===== src/rtl/ps2_arrow_tracker.sv =====
// PS/2 byte-stream parser that tracks held state of the four arrow keys.
// It also reports press/release pulses and the last complete scancode.
module ps2_arrow_tracker #(
    parameter int unsigned TIMEOUT_CYCLES = 16'd50000,
    parameter bit          REPEAT_FILTER  = 1'b1
) (
    input  logic        clk,
    input  logic        rst_n,
    input  logic        flush,
    input  logic [7:0]  rx_data,
    input  logic        rx_valid,
    output logic        left,
    output logic        down,
    output logic        right,
    output logic        up,
    output logic [3:0]  key_press,
    output logic [3:0]  key_release,
    output logic [15:0] scancode,
    output logic        scancode_valid,
    output logic        is_break
);

    localparam int CW = (TIMEOUT_CYCLES == 0) ? 1 : $clog2(TIMEOUT_CYCLES + 1);
    localparam bit TO_EN = (TIMEOUT_CYCLES != 0);
    localparam logic [CW-1:0] TMAX = CW'(TIMEOUT_CYCLES);
    localparam logic [CW-1:0] CNT_SAT = {CW{1'b1}};

    typedef enum logic [1:0] {
        IDLE,
        EXT,
        BRK,
        EXT_BRK
    } state_t;

    state_t          state, state_next;
    logic [CW-1:0]   cnt, cnt_next;
    logic [3:0]      held;
    logic            done;
    logic            code_ext;
    logic            code_brk;
    logic [3:0]      arrow;

    assign left  = held[0];
    assign down  = held[1];
    assign right = held[2];
    assign up    = held[3];

    // Prefix parser and timeout; a byte arriving in the timeout cycle is
    // processed in the current state because the rx_valid branch comes first.
    always_comb begin
        state_next = state;
        cnt_next   = cnt;
        done       = 1'b0;
        code_ext   = 1'b0;
        code_brk   = 1'b0;
        if (rx_valid) begin
            cnt_next = '0;
            unique case (state)
                IDLE: begin
                    if (rx_data == 8'hE0) begin
                        state_next = EXT;
                    end else if (rx_data == 8'hF0) begin
                        state_next = BRK;
                    end else begin
                        done = 1'b1;
                    end
                end
                EXT: begin
                    if (rx_data == 8'hF0) begin
                        state_next = EXT_BRK;
                    end else if (rx_data != 8'hE0) begin
                        done       = 1'b1;
                        code_ext   = 1'b1;
                        state_next = IDLE;
                    end
                end
                BRK: begin
                    done       = 1'b1;
                    code_brk   = 1'b1;
                    state_next = IDLE;
                end
                EXT_BRK: begin
                    done       = 1'b1;
                    code_ext   = 1'b1;
                    code_brk   = 1'b1;
                    state_next = IDLE;
                end
                default: state_next = IDLE;
            endcase
        end else if (state == IDLE) begin
            cnt_next = '0;
        end else begin
            if (cnt != CNT_SAT) begin
                cnt_next = cnt + CW'(1);
            end
            if (TO_EN && (cnt_next == TMAX)) begin
                state_next = IDLE;
                cnt_next   = '0;
            end
        end
    end

    // Only extended codes map onto arrows; keypad codes share the low byte.
    always_comb begin
        arrow = 4'b0000;
        if (code_ext) begin
            unique case (rx_data)
                8'h6B:   arrow = 4'b0001;
                8'h72:   arrow = 4'b0010;
                8'h74:   arrow = 4'b0100;
                8'h75:   arrow = 4'b1000;
                default: arrow = 4'b0000;
            endcase
        end
    end

    always_ff @(posedge clk or negedge rst_n) begin
        if (!rst_n) begin
            state          <= IDLE;
            cnt            <= '0;
            held           <= 4'b0000;
            key_press      <= 4'b0000;
            key_release    <= 4'b0000;
            scancode       <= 16'h0000;
            scancode_valid <= 1'b0;
            is_break       <= 1'b0;
        end else if (flush) begin
            state          <= IDLE;
            cnt            <= '0;
            held           <= 4'b0000;
            key_press      <= 4'b0000;
            key_release    <= 4'b0000;
            scancode       <= 16'h0000;
            scancode_valid <= 1'b0;
            is_break       <= 1'b0;
        end else begin
            state          <= state_next;
            cnt            <= cnt_next;
            key_press      <= 4'b0000;
            key_release    <= 4'b0000;
            scancode_valid <= done;
            if (done) begin
                scancode <= {(code_ext ? 8'hE0 : 8'h00), rx_data};
                is_break <= code_brk;
                if (code_brk) begin
                    held        <= held & ~arrow;
                    key_release <= arrow & (REPEAT_FILTER ? held : 4'hF);
                end else begin
                    held      <= held | arrow;
                    key_press <= arrow & (REPEAT_FILTER ? ~held : 4'hF);
                end
            end
        end
    end

endmodule


===== config.mk =====
export PLATFORM = sky130hd
export DESIGN_NAME = ps2_arrow_tracker
export DESIGN_NICKNAME = d
export VERILOG_FILES = /design/src/rtl/ps2_arrow_tracker.sv
export SDC_FILE = /design/constraint.sdc
export NUM_CORES = 1
export LEC_CHECK = 0
export CORE_MARGIN = 3
export CORE_UTILIZATION = 35
export CTS_CLUSTER_DIAMETER = 120
export DETAILED_ROUTE_END_ITERATION = 8
export HOLD_SLACK_MARGIN = 0.12
export SLEW_MARGIN = 10
export SYNTH_ARGS = -nofsm -noshare
export SYNTH_HDL_FRONTEND = slang
export SYNTH_SLANG_ARGS = --single-unit

===== constraint.sdc =====
create_clock -name clk -period 3.3 [get_ports clk]
set_clock_uncertainty 0.05 [all_clocks]
set_input_delay 0.495 -clock clk [delete_from_list [all_inputs] [get_ports clk]]
set_output_delay 0.495 -clock clk [all_outputs]
set_load 0.02 [all_outputs]

==> metrics.md <==
| Metric | Value |
|---|---|
| Status | finished clean |
| Area of the die | 0.007118 mm² |
| Pin count of the biggest net entering global routing | 42 |
| Share of cells above drive strength 1 | between 8 and 9% |
| Setup ws final | between 0.5 and 0.6 ns |
| Simple-Gate Fraction of Synth Area | 27.88% |
| Initial core utilization | 37.65% |
| Die X | approximately 84 µm |
| Max-cap violation count | 0 |
| Port-buffer cells | 36 |
| Peak supply drop | 0.1430 mV |
| Critical Path AT | slightly below 3 ns |
| Relative slew slack | 40.01% |
| Cells along the critical path | ha_1 > nand4_1 > buf_4 > or4_1 > a21oi_2 > o22ai_2 > o31ai_4 > nor2_1 |
| Synth Area in Compound Gates | 9.197% |
| Worst path buffer plus inverter count | 1 |
| Clock transition at path regs | 0.08 ns |
| Leak | 1.032 nW |
| Root Driver | clkbuf_8 |
| Worst r2r src | cnt[0] |
| Detailed router's first-iteration violation count | 103 |
| Antenna Nets Post-Route | 0 |
| Kind of cell adding the most delay to the critical path | simple AND/OR/NAND/NOR gates |
| Layout Nets | 276 |
| Cell taking the most area after synthesis | dfrtp_1 |
| Achievable Freq | around 0.36 GHz |
| Final Hold Fails | 0 |
| Drt wl/cell | 14.25 µm |
| Postcts setup bufs | 0 |
| GR Overflow Total | 0 |
| Post-synth top area share | 47.73% |
| Synth Area in XOR/XNOR | 4.075% |
| GRT Util Overall | 14.09% |
| Post-synth ARST share | 100.0% |
| R2R Setup Slk | 0.52 ns |
| Number of synthesized register bits | about 40 |
| Slowest stage delay, CP | between 0.6 and 0.7 ns |
| Critical path class | reg2reg |
| Setup TNS | 0 ns |
| Critical path capture point type | flop |
| Area delta synth->final | 22.24% |
| R2r endpoint | cnt[15] |
| Fin. max-slew vios | 0 |
| Fin crit period | 2.778 ns |
| Ant diodes | 0 |
| Initial antenna violation count | 0 |
| Total CTS buffers | 5 |
| CP required | 3.42 ns |
| Number of flops mapped to enable cells by yosys | 0 |
| Syn_area_per_cell | 9.305 µm² |
| RSZ-0062 raised after global routing | false |
| # DRC | 0 |
| Place WS | 0.5281 ns |
| Synth cell types | 41 |
| Critical Path Source Type | flop |
| Sequential element share of the synthesized area | 47.73% |
| Top cells by area, synth | dfrtp_1, nor2_1, nand2_1 |
| Vias | 1756 |
| Htree depth | 2 |
| Die Ht | 84.37 µm |
| CTS tree | built |
| HPWL after DPL | 3.480 mm |
| Max FO, Critical Path | 12 |
| Post-Synth Adder-Cell Area | 0.5821% |
| Routed vias/inst | between 5 and 6 |
| Setup Viol. Count Final | 0 |
| Cell Area, Synth | 0.002150 mm² |
| Main combinational cell family by area after synthesis | simple AND/OR/NAND/NOR gates |
| Final period util | 84.17% |
| Worst reg-to-reg path cell count | 8 |
| Slew @ Worst Pin | 0.8998 ns |
| Yosys warns | 0 |
| Vias in the first global route | 1695 |
| Num rows | 27 |
| Cells after Synth | 231 |
| Post_cts resized | 0 |
| CTS max path bufs | 2 |
| RD Place Congestion | 0.8835 |
| Hold buffers post-CTS | 0 |
| Worst-skew pair later-pin latency | 0.30 ns |
| First-pass GRT wire length | 8.231 mm |
| First-pass DRT Iterations | 4 |
| Clock sinks | 41 |
| Core Area | 0.005709 mm² |
| Final WL | 4.788 mm |
| Count leader, synth | dfrtp_1 |
| Multiplexer area fraction after synthesis | 4.715% |
| Synth top cells by count | dfrtp_1, nor2_1, nand2_1 |
| Num ports | 42 |
| Top FF cell, synth | dfrtp_1 |
| Slowest CP cell | or4_1 |
| HP Class | in2async |
| Cell Pwr Density | 347.1 mW/mm² |
==> layout make-up <==
cell class | count | area, µm²
inverter | 4 | 15.01
clock buffer | 5 | 68.82
multi-input combinational | 170 | 1017
clock inverter | 3 | 17.52
sequential | 41 | 1026
tap | 72 | 90.09
fill | 552 | 3082
timing repair buffer | 41 | 392.9
==> power breakdown <==
group,switching (mW),total [mW],internal [mW]
sequential,0.00326,0.511,0.508
clock,0.179,0.325,0.146
combinational,0.0448,0.0760,0.0312
==> cells by family after synthesis <==
family / count (synthesis)
adders and majority gates: 1
AOI/OAI and AO/OA: 29
and+or+nand+nor: 115
muxes: 10
other: 1
buffers and inverters: 24
DFF: 41
xor gates and xnor gates: 10
==> placed cells by master, fill, tap and decap left out, types with 2 or more instances in the layout <==
cell type,synthesis,layout
nor3b_1,4,4
clkdlybuf4s50_1,0,35
o21ai_1,1,2
nand2b_1,3,3
nor2b_1,2,2
xnor2_1,5,5
dfrtp_1,41,41
nor4_1,8,8
mux2i_1,9,9
nor2_1,32,32
a21oi_1,8,8
nand2_1,27,27
clkbuf_8,0,5
xor2_1,5,5
nand4_1,8,8
a311oi_1,4,4
o21ai_0,9,8
nor3_1,7,7
buf_4,7,5
nand3_1,8,8
conb_1,1,5
and3_1,4,4
or4_1,2,2
nor4b_1,3,3
clkinv_2,0,2
inv_1,4,4
==> metrics by stage <==
| stage | total power, mW | utilization (%) | std cells | instance area (µm²) | hold WS [ns] |
|---|---|---|---|---|---|
| finish | 0.9119 | 46.02 | 336 | 2628 | 0.2715 |
| global route | 0.9527 | 46.02 | 336 | 2628 | 0.3514 |
| CTS | 0.9279 | 46.02 | 336 | 2628 | 0.3173 |
| detailed placement | 0.5991 | 44.51 | 328 | 2541 | 0.4382 |
| global placement | 0.5996 | 44.51 | 328 | 2541 | 0.4236 |
| floorplan | 0.5581 | - | 235 | 2165 | 0.1494 |
==> per-layer routing <==
layer | wire (µm) | global-route usage, % | up-vias
li1 | - | - | 867
met1 | 2232 | 20.17 | 834
met2 | 2251 | 21.52 | 49
met3 | 234 | 2.552 | 6
met4 | 70 | 4.748 | 0
met5 | 0 | 0 | -
==> how the worst max path moves through the flow <==
stage               startpoint  endpoint  slack [ns]  cells past startpoint
detailed placement      cnt[0]   cnt[15]        0.53                      8
global placement        cnt[0]    cnt[8]        0.56                      8
finish                  cnt[0]   cnt[15]        0.52                      8
CTS                     cnt[0]   cnt[15]        0.51                      8
global route            cnt[0]    cnt[8]        0.33                      8
floorplan               cnt[1]    cnt[4]        1.05                      8
==> state kept, by name, indices dropped and copies added, names as in the netlist <==
signal          cells
cnt                16
scancode            9
held                4
key_press           4
key_release         4
state               2
is_break            1
scancode_valid      1
Power figures use the tool's default switching activity.
